$ cat config.mk
export PLATFORM = sky130hd
export DESIGN_NAME = mem_port_arbiter_flat
export DESIGN_NICKNAME = d
export VERILOG_FILES = /design/src/rtl/mem_port_arbiter_if.sv /design/src/rtl/mem_port_arbiter.sv /design/src/flat_wrapper.sv
export SDC_FILE = /design/constraint.sdc
export NUM_CORES = 1
export LEC_CHECK = 0
export BUFFER_PORTS_ARGS = -buffer_cell sky130_fd_sc_hd__clkbuf_2
export CAP_MARGIN = 20
export CORE_UTILIZATION = 55
export DETAILED_ROUTE_END_ITERATION = 7
export GPL_ROUTABILITY_DRIVEN = 1
export GPL_TIMING_DRIVEN = 0
export PLACE_DENSITY = 0.81
export RECOVER_POWER = 50
export SETUP_SLACK_MARGIN = 0.3
export SYNTH_ARGS = -nofsm -noshare
export SYNTH_HDL_FRONTEND = slang
export SYNTH_SLANG_ARGS = --single-unit
$ cat constraint.sdc
create_clock -name clk -period 7.45 [get_ports clk]
set_input_delay 0.3725 -clock clk [delete_from_list [all_inputs] [get_ports clk]]
set_output_delay 0.3725 -clock clk [all_outputs]
set_load 0.02 [all_outputs]
$ cat src/rtl/mem_port_arbiter_if.sv
// Request/response signals of the fetch and load/store ports plus the byte-serial memory bus.
// The arbiter takes the slave view; requesters and the memory model take the master view.
interface mem_port_arbiter_if;
    logic        inst_valid;
    logic [31:0] inst_addr;
    logic        inst_ready;
    logic [31:0] inst_res;

    logic        data_valid;
    logic        data_wr;
    logic [2:0]  data_type;
    logic [31:0] data_addr;
    logic [31:0] data_value;
    logic        data_ready;
    logic [31:0] data_res;

    logic [7:0]  mem_din;
    logic [7:0]  mem_dout;
    logic [31:0] mem_a;
    logic        mem_wr;

    modport slave (
        input  inst_valid, inst_addr,
        output inst_ready, inst_res,
        input  data_valid, data_wr, data_type, data_addr, data_value,
        output data_ready, data_res,
        input  mem_din,
        output mem_dout, mem_a, mem_wr
    );

    modport master (
        output inst_valid, inst_addr,
        input  inst_ready, inst_res,
        output data_valid, data_wr, data_type, data_addr, data_value,
        input  data_ready, data_res,
        output mem_din,
        input  mem_dout, mem_a, mem_wr
    );
endinterface

$ cat src/rtl/mem_port_arbiter.sv
// Arbitrates instruction fetches and data loads/stores onto a byte-serial memory bus,
// splitting each access into sequential byte transactions with the 1-cycle read latency pipelined.
module mem_port_arbiter #(
    parameter logic [1:0] IO_SEL     = 2'b11,
    parameter bit         DATA_FIRST = 1'b1
) (
    input  logic              clk,
    input  logic              rst,
    input  logic              rdy,
    input  logic              clear,
    input  logic              io_buffer_full,
    mem_port_arbiter_if.slave bus
);

    typedef enum logic [2:0] {
        IDLE,
        INST_RD,
        DATA_RD,
        DATA_WR,
        DONE
    } state_t;

    state_t      state, state_next;

    logic [2:0]  cnt, cnt_next;
    logic [2:0]  len, len_next;
    logic [31:0] addr_q, addr_next;
    logic [31:0] value_q, value_next;
    logic [2:0]  type_q, type_next;
    logic        io_q, io_next;
    logic [31:0] buf_q, buf_next;

    logic [31:0] mem_a_q, mem_a_next;
    logic        mem_wr_q, mem_wr_next;
    logic [7:0]  mem_dout_q, mem_dout_next;
    logic        inst_ready_q, inst_ready_next;
    logic        data_ready_q, data_ready_next;
    logic [31:0] inst_res_q, inst_res_next;
    logic [31:0] data_res_q, data_res_next;

    logic        inst_req;
    logic        accept_data;
    logic        accept_inst;
    logic [2:0]  cnt_inc;
    logic [31:0] addr_inc;
    logic [1:0]  byte_idx;
    logic [31:0] buf_merged;
    logic        rd_last;
    logic        wr_last;
    logic        wr_block;

    function automatic logic [2:0] size_len(input logic [1:0] sz);
        case (sz)
            2'b00:   return 3'd1;
            2'b01:   return 3'd2;
            default: return 3'd4;
        endcase
    endfunction

    function automatic logic [31:0] extend(input logic [31:0] w, input logic [2:0] t);
        case (t[1:0])
            2'b00:   return t[2] ? {24'd0, w[7:0]}  : {{24{w[7]}}, w[7:0]};
            2'b01:   return t[2] ? {16'd0, w[15:0]} : {{16{w[15]}}, w[15:0]};
            default: return w;
        endcase
    endfunction

    // A flushed fetch is never accepted; ties go to the port selected by DATA_FIRST.
    assign inst_req    = bus.inst_valid && !clear;
    assign accept_data = bus.data_valid && (DATA_FIRST || !inst_req);
    assign accept_inst = inst_req && !accept_data;

    assign cnt_inc  = cnt + 3'd1;
    assign addr_inc = addr_q + {29'd0, cnt_inc};
    assign byte_idx = cnt[1:0] - 2'd1;
    assign rd_last  = (cnt == len);
    assign wr_last  = mem_wr_q && (cnt == len - 3'd1);
    assign wr_block = io_q && io_buffer_full;

    // Byte cnt-1 arrives on mem_din one cycle after its address was presented.
    always_comb begin
        buf_merged = buf_q;
        buf_merged[{byte_idx, 3'b000} +: 8] = bus.mem_din;
    end

    always_ff @(posedge clk or posedge rst) begin
        if (rst) begin
            state        <= IDLE;
            cnt          <= 3'd0;
            len          <= 3'd0;
            addr_q       <= 32'd0;
            value_q      <= 32'd0;
            type_q       <= 3'd0;
            io_q         <= 1'b0;
            buf_q        <= 32'd0;
            mem_a_q      <= 32'd0;
            mem_wr_q     <= 1'b0;
            mem_dout_q   <= 8'd0;
            inst_ready_q <= 1'b0;
            data_ready_q <= 1'b0;
            inst_res_q   <= 32'd0;
            data_res_q   <= 32'd0;
        end else if (rdy) begin
            state        <= state_next;
            cnt          <= cnt_next;
            len          <= len_next;
            addr_q       <= addr_next;
            value_q      <= value_next;
            type_q       <= type_next;
            io_q         <= io_next;
            buf_q        <= buf_next;
            mem_a_q      <= mem_a_next;
            mem_wr_q     <= mem_wr_next;
            mem_dout_q   <= mem_dout_next;
            inst_ready_q <= inst_ready_next;
            data_ready_q <= data_ready_next;
            inst_res_q   <= inst_res_next;
            data_res_q   <= data_res_next;
        end
    end

    always_comb begin
        state_next = state;
        case (state)
            IDLE: begin
                if (accept_data)
                    state_next = bus.data_wr ? DATA_WR : DATA_RD;
                else if (accept_inst)
                    state_next = INST_RD;
            end
            INST_RD, DATA_RD: begin
                if (clear)
                    state_next = IDLE;
                else if (rd_last)
                    state_next = DONE;
            end
            DATA_WR: begin
                if (wr_last)
                    state_next = DONE;
            end
            DONE:    state_next = IDLE;
            default: state_next = IDLE;
        endcase
    end

    // Stores ignore clear: once accepted they are committed and must finish.
    always_comb begin
        cnt_next        = cnt;
        len_next        = len;
        addr_next       = addr_q;
        value_next      = value_q;
        type_next       = type_q;
        io_next         = io_q;
        buf_next        = buf_q;
        mem_a_next      = mem_a_q;
        mem_wr_next     = mem_wr_q;
        mem_dout_next   = mem_dout_q;
        inst_ready_next = inst_ready_q;
        data_ready_next = data_ready_q;
        inst_res_next   = inst_res_q;
        data_res_next   = data_res_q;
        case (state)
            IDLE: begin
                if (accept_data) begin
                    addr_next     = bus.data_addr;
                    value_next    = bus.data_value;
                    type_next     = bus.data_type;
                    len_next      = size_len(bus.data_type[1:0]);
                    io_next       = (bus.data_addr[17:16] == IO_SEL);
                    cnt_next      = 3'd0;
                    buf_next      = 32'd0;
                    mem_a_next    = bus.data_addr;
                    mem_dout_next = bus.data_value[7:0];
                    mem_wr_next   = bus.data_wr &&
                                    !((bus.data_addr[17:16] == IO_SEL) && io_buffer_full);
                end else if (accept_inst) begin
                    addr_next   = bus.inst_addr;
                    type_next   = 3'b010;
                    len_next    = 3'd4;
                    io_next     = 1'b0;
                    cnt_next    = 3'd0;
                    buf_next    = 32'd0;
                    mem_a_next  = bus.inst_addr;
                    mem_wr_next = 1'b0;
                end
            end
            INST_RD, DATA_RD: begin
                if (clear) begin
                    cnt_next    = 3'd0;
                    mem_a_next  = 32'd0;
                    mem_wr_next = 1'b0;
                end else begin
                    cnt_next   = cnt_inc;
                    mem_a_next = (cnt_inc < len) ? addr_inc : 32'd0;
                    if (cnt != 3'd0)
                        buf_next = buf_merged;
                    if (rd_last) begin
                        cnt_next = 3'd0;
                        if (state == INST_RD) begin
                            inst_res_next   = buf_merged;
                            inst_ready_next = 1'b1;
                        end else begin
                            data_res_next   = extend(buf_merged, type_q);
                            data_ready_next = 1'b1;
                        end
                    end
                end
            end
            DATA_WR: begin
                if (mem_wr_q) begin
                    if (wr_last) begin
                        mem_wr_next     = 1'b0;
                        mem_a_next      = 32'd0;
                        cnt_next        = 3'd0;
                        data_res_next   = 32'd0;
                        data_ready_next = 1'b1;
                    end else begin
                        cnt_next      = cnt_inc;
                        mem_a_next    = addr_inc;
                        mem_dout_next = value_q[{cnt_inc[1:0], 3'b000} +: 8];
                        mem_wr_next   = !wr_block;
                    end
                end else begin
                    mem_wr_next = !wr_block;
                end
            end
            DONE: begin
                inst_ready_next = 1'b0;
                data_ready_next = 1'b0;
            end
            default: begin
                cnt_next = cnt;
            end
        endcase
    end

    // A flush arriving during the DONE cycle cancels the fetch result the core would otherwise take.
    assign bus.inst_ready = inst_ready_q && !clear;
    assign bus.inst_res   = inst_res_q;
    assign bus.data_ready = data_ready_q;
    assign bus.data_res   = data_res_q;
    assign bus.mem_a      = mem_a_q;
    assign bus.mem_wr     = mem_wr_q;
    assign bus.mem_dout   = mem_dout_q;

endmodule

$ cat src/flat_wrapper.sv
// flat-port wrapper written by rule: the top's interface ports become plain ports
module mem_port_arbiter_flat 
#(
    parameter logic [1:0] IO_SEL     = 2'b11,
    parameter bit         DATA_FIRST = 1'b1
)
  (clk, rst, rdy, clear, io_buffer_full, bus_inst_valid, bus_inst_addr, bus_inst_ready, bus_inst_res, bus_data_valid, bus_data_wr, bus_data_type, bus_data_addr, bus_data_value, bus_data_ready, bus_data_res, bus_mem_din, bus_mem_dout, bus_mem_a, bus_mem_wr);
  mem_port_arbiter_if bus_i ();
  input  logic clk;
  input  logic rst;
  input  logic rdy;
  input  logic clear;
  input  logic io_buffer_full;
  input wire logic [$bits(bus_i.inst_valid)-1:0] bus_inst_valid;
  input wire logic [$bits(bus_i.inst_addr)-1:0] bus_inst_addr;
  output wire logic [$bits(bus_i.inst_ready)-1:0] bus_inst_ready;
  output wire logic [$bits(bus_i.inst_res)-1:0] bus_inst_res;
  input wire logic [$bits(bus_i.data_valid)-1:0] bus_data_valid;
  input wire logic [$bits(bus_i.data_wr)-1:0] bus_data_wr;
  input wire logic [$bits(bus_i.data_type)-1:0] bus_data_type;
  input wire logic [$bits(bus_i.data_addr)-1:0] bus_data_addr;
  input wire logic [$bits(bus_i.data_value)-1:0] bus_data_value;
  output wire logic [$bits(bus_i.data_ready)-1:0] bus_data_ready;
  output wire logic [$bits(bus_i.data_res)-1:0] bus_data_res;
  input wire logic [$bits(bus_i.mem_din)-1:0] bus_mem_din;
  output wire logic [$bits(bus_i.mem_dout)-1:0] bus_mem_dout;
  output wire logic [$bits(bus_i.mem_a)-1:0] bus_mem_a;
  output wire logic [$bits(bus_i.mem_wr)-1:0] bus_mem_wr;
  assign bus_i.inst_valid = bus_inst_valid;
  assign bus_i.inst_addr = bus_inst_addr;
  assign bus_inst_ready = bus_i.inst_ready;
  assign bus_inst_res = bus_i.inst_res;
  assign bus_i.data_valid = bus_data_valid;
  assign bus_i.data_wr = bus_data_wr;
  assign bus_i.data_type = bus_data_type;
  assign bus_i.data_addr = bus_data_addr;
  assign bus_i.data_value = bus_data_value;
  assign bus_data_ready = bus_i.data_ready;
  assign bus_data_res = bus_i.data_res;
  assign bus_i.mem_din = bus_mem_din;
  assign bus_mem_dout = bus_i.mem_dout;
  assign bus_mem_a = bus_i.mem_a;
  assign bus_mem_wr = bus_i.mem_wr;
  mem_port_arbiter #(.IO_SEL(IO_SEL), .DATA_FIRST(DATA_FIRST)) u_core (.clk(clk), .rst(rst), .rdy(rdy), .clear(clear), .io_buffer_full(io_buffer_full), .bus(bus_i));
endmodule
Yosys cells after proc, flatten, opt, wreduce, memory -nomap -nowiden
Index checks and enable logic that the tools add are counted. Widths: inputs -> output; s select.

Magnitude comparators: 1. Eq/ne operators: 21. $add $sub $neg: 5. Muxes and demuxes: 62. Shifts and indexed selects: 3. Bitwise gates (word level): 1. Reductions and logical operators: 34.

Operator list (count): $mux 32 (17); $pmux 32 s2 (3); $pmux 32 s3 (1); $mux 3 (15); $add 32x3->32 (1); $bwmux 32 (1); $shift 8x7->32 const A (1); $shiftx 32x6->8 (1); $shiftx 8x7->32 (1); $mux 8 (3); $reduce_and 5->1 (4); $pmux 3 s3 (2); $pmux 8 s2 (1); $mux 1 (15); $reduce_and 7->1 (2); $reduce_and 4->1 (3); $ne 2x1->1 const B (5); $ne 2x2->1 const B (5); $reduce_bool 2->1 (5); $reduce_bool 3->1 (3); $logic_and 1x1->1 (7); $neg 5->7 (1); $eq 3x2->1 const B (2); $eq 3x3->1 (2); other kinds (18) (26).

Word-level logic and storage cells: 142. Output and inout port bits: 107. Flip-flop bits (word level): 216. Bits of input ports: 115.

Depth between registers and ports, before layout
Depth in word-level cells: 10. Gate-level depth with buffers: 12. Mapped depth without buffers: 9.

Worst setup path after synthesis
Ideal clock, no wire load.

Path type: reg-to-reg. Start point: reg u_core.cnt[0]. End point: reg u_core.mem_a_q[26], in the netlist u_core.bus.mem_a[26]. Setup time: 0.126 ns. Stages on the path, launching flop included: 12. Data required time: 7.324 ns. Clock period less this slack: 3.582 ns. Buffers on the path: 2. Slack: 3.868 ns. Arrival time: 3.456 ns. Cell sequence: dfrtp_1 > buf_2 > inv_1 > ha_1 > buf_1 > inv_1 > fa_1 > nor2b_1 > o2111ai_1 > or4_1 > xnor2_1 > a221o_1.

Cells in the longest elaborated chain, start to end: 5. Elaborated cells between the ends (all ways): 10. Those cells by class: 2 x add/sub; 1 x order compare; 1 x eq/ne; 5 x mux; 1 x reduce/logical.

Ends and longest elaborated chain: start, declared (line mem_port_arbiter.sv:25) `logic [2:0] cnt, cnt_next;`; start signal, assigned (line mem_port_arbiter.sv:105) `cnt <= cnt_next;`; $add 3x1->3 or $eq 3x3->1 (tied branches) (line mem_port_arbiter.sv:73, mem_port_arbiter.sv:77); $add 32x3->32 (tied with other cells) (line mem_port_arbiter.sv:74) `assign addr_inc = addr_q + {29'd0, cnt_inc};`; $mux 32 (on tied branches) (line mem_port_arbiter.sv:211, mem_port_arbiter.sv:194); $mux 32 (on tied branches) (line mem_port_arbiter.sv:210, mem_port_arbiter.sv:188); $pmux 32 s3 (*) (line mem_port_arbiter.sv:162) `case (state)`; end signal, assigned (line mem_port_arbiter.sv:112) `mem_a_q <= mem_a_next;`; end, declared (line mem_port_arbiter.sv:33) `logic [31:0] mem_a_q, mem_a_next;`.

Mark *: on every way between the ends. The rest lies on a longest branch, timed or not. The select of a mux whose other input is x is not followed. A chain may end at the register's enable or synchronous reset.

Worst setup path in the final report
Same ends and word-level chain as after synthesis.

==> out/metrics.yaml <==
ys_warn_count: 0
drtPass1Iterations: 5
cts_root_buf: "clkbuf_16"
ir_worst_vdd_v: 0.000195
synth-main-ff-cell: "dfrtp_1"
gr-total-overflow: 0
reg2reg_from: "u_core.cnt[0]"
layout.nets: 1420
fin_worst_skew_ns: 0.00777
ys_types: 67
drt_iter0_drc: 560
crit_top_cell: "inv_1"
hold_start: "bus_data_value[20]"
synth_area_per_cell_um2: 10.2
io_pins: 222
hold_path_end: "u_core.value_q[20]"
syn_nets: 1173
worstPathArrival_ns: 5.00
start_util: 0.566
setup_slack_ns: 2.85
portBuffers: 220
die_w_um: 141
core_area_um2: 18900
slew_headroom: -1.70
clock_path_buffers: 3
drive_above_1_share: 0.209
status: "finished, violations left"
drc: 0
synthArstFlopShare: 1.00
synth.area.top_cells: "dfrtp_1, mux2_2, nand2_1"
drv_slew: 90
routed_via_density: 5.66
dpl.hpwl_um: 19900
r2r_end: "u_core.bus.mem_a[26]"
clk_latency_ns: 0.52
power.leakage_nw: 6.14
start_kind: "flop"
n_antenna_cell: 0
vias: 8880
synth-edff-count: 0
rsz0062_at_grt: "no"
placementRows: 50
synth_top_area_frac: 0.503
postPlaceCellArea_um2: 12200
gp_congestion: 0.882
cp_slowest_cell: "or4_1"
violations: "capacitance limit, slew limit"
synthesis.area_um2: 10700
cts_sinks: 215
max_freq_mhz: 217
htree_levels: 1
track_usage: 0.286
post-place-ws_ns: 2.81
max_stage_delay_ns: 0.62
grt_max_degree: 127
fp.dieArea_um2: 20000
hold_ws_ns: 0.0380
r2r_slack_ns: 2.85
syn_to_final_growth_pct: 19.9
maxCapViolCount: 1
syn_inst: 1044
grt_first_pass_wirelength_um: 45300
antenna_found_initial: 0
path_cells: "buf_2 -> inv_1 -> ha_1 -> buf_1 -> inv_1 -> fa_1 -> nor2b_1 -> o2111ai_1 -> or4_1 -> xnor2_1 -> a221o_1"
min_path_cells: 3
clk_pin_slew_ns: 0.06
layout.cells.non_filler: 1568
hold_viol_final: 0
cts_tree: "built"
required_ns: 7.85
end_kind: "flop"
ys_seq_area_frac: 0.503
cts_buffers: 23
finalCritPeriodShare: 0.618
cp_max_fo: 10
setup_viol: 0
dieHeight_um: 141
wl_um: 27900
ant_nets: 0
power_density_nw_per_um2: 387
total_power_w: 0.00496
wl_per_cell_um: 17.8
post-place-cells: 1525
hp-class: "primary input to flop"
synth-seq-cells: 215
critPathKind: "flop to flop"
worst_pin_slew_ns: 4.02
reg2reg_depth: 11
final_area_um2: 12800
min_period_ns: 4.60
grt_pass1_vias: 8921
synth_top_cell_by_area: "dfrtp_1"
## layer usage
metal / GRT usage / wire [um] / part of all wire
met3: 0.0584 / 2170 / 0.078
met5: 0 / 0 / 0
met1: 0.384 / 11800 / 0.42
met4: 0.0951 / 880 / 0.032
met2: 0.467 / 13100 / 0.47
## stage by stage
step | util | TNS (ns)
global route | 0.678 | 0
global placement | 0.641 | -248.82
detailed placement | 0.643 | 0
CTS | 0.686 | 0
floorplan | - | 0
finish | 0.678 | 0
## cell usage after synthesis, drive strengths merged, types with 8 or more instances
| master | number |
|---|---|
| xor2 | 19 |
| o21ai | 39 |
| nand3 | 10 |
| nor3 | 14 |
| mux2i | 32 |
| clkbuf | 32 |
| inv | 14 |
| a21oi | 97 |
| nor2b | 32 |
| ha | 13 |
| a21o | 18 |
| a221o | 17 |
| a22oi | 8 |
| buf | 35 |
| mux4 | 8 |
| xnor2 | 11 |
| dfrtp | 215 |
| mux2 | 82 |
| nor2 | 117 |
| nand2b | 9 |
| nand2 | 134 |
## layout by cell type, fill, tap and decap left out, types with 4 or more instances in the layout
cell type	synthesis	final
dfrtp_1	215	215
clkbuf_1	32	144
nand2_1	134	134
nor2_1	117	117
clkbuf_2	0	113
a21oi_1	97	97
mux2_2	82	82
o21ai_0	38	38
nor2b_1	32	32
mux2i_1	32	32
clkbuf_16	0	23
buf_2	21	21
xor2_1	19	19
a21o_1	18	18
a221o_1	17	17
nor3_1	14	14
inv_1	14	13
ha_1	13	13
buf_1	12	12
xnor2_1	11	11
nand3_1	10	10
nand2b_1	9	9
mux4_2	8	8
a22oi_1	8	8
clkinv_2	0	6
and4_1	5	5
and3_1	5	5
or3_1	5	5
a21boi_0	5	5
o22a_1	5	5
nand4_1	5	5
a31oi_1	5	5
a22o_1	4	4
bufinv_16	0	4
## flip-flops by register name, indices dropped and copies added (netlist names)
| signal | cells |
|---|---|
| u_core.bus.mem_a | 32 |
| u_core.io_q | 1 |
| u_core.len | 2 |
| u_core.buf_q | 32 |
| u_core.addr_q | 32 |
| u_core.bus.mem_wr | 1 |
| u_core.cnt | 3 |
| u_core.bus.inst_res | 32 |
| u_core.type_q | 3 |
| u_core.state | 3 |
| u_core.value_q | 32 |
| u_core.inst_ready_q | 1 |
| u_core.bus.data_res | 32 |
| u_core.bus.data_ready | 1 |
| u_core.bus.mem_dout | 8 |
## layout make-up
| type | count | area, um^2 |
|---|---|---|
| well taps | 260 | 325 |
| clock buffers | 31 | 636 |
| multi-input cells | 747 | 4960 |
| plain buffers | 67 | 293 |
| repair buffers | 222 | 1000 |
| fillers | 1522 | 6080 |
| clock inverters | 11 | 159 |
| inverters | 15 | 57.6 |
| flip-flops and latches | 215 | 5380 |
## cells by family (layout without fill, tap and decap cells)
logic type               after synthesis  count (layout)  share of synthesized area
buffers and inverters                 82             346                     0.0327
flip-flops                           215             215                      0.503
AND/OR/NAND/NOR                      353             353                      0.149
XOR/XNOR                              31              31                     0.0268
adder cells (fa/ha/maj)               14              14                     0.0171
AO/OA/AOI/OAI                        227             227                      0.139
multiplexers                         122             122                      0.133
## how the worst max path moves through the flow
stage | startpoint | to | slack (ns) | cells past startpoint
2_1_floorplan | rst | u_core.addr_q[0] | 1.20 | 1
3_3_place_gp | rst | u_core.value_q[10] | -1.17 | 2
3_5_place_dp | u_core.cnt[0] | u_core.bus.mem_a[30] | 2.81 | 12
4_1_cts | u_core.cnt[0] | u_core.bus.mem_a[26] | 2.80 | 11
5_1_grt | u_core.cnt[0] | u_core.bus.mem_a[22] | 2.46 | 12
6_report | u_core.cnt[0] | u_core.bus.mem_a[26] | 2.85 | 11
## timing repair
item	4_1_cts	5_1_grt
setup buffers	0	0
hold buffers	1	0
gates resized for setup	0	0
endpoints found under the hold margin	63	0
## where the power goes
part / internal, W / total [W] / switching [W] / leakage [nW]
registers: 0.00158 / 0.00188 / 0.000301 / 2.77
clock network: 0.000737 / 0.00121 / 0.000472 / 0.395
logic: 0.000706 / 0.00187 / 0.00116 / 2.98
total: 0.00302 / 0.00496 / 0.00193 / 6.14
## worst max-delay path, delay by kind of cell (launching register included)
family,cells,cell delay [ns]
AO/OA/AOI/OAI,2,0.64
XOR/XNOR,1,0.14
adder cells (fa/ha/maj),2,0.94
buffers and inverters,4,1.29
flip-flops,1,0.57
AND/OR/NAND/NOR,2,0.90
(Power assumes the default switching activity.)
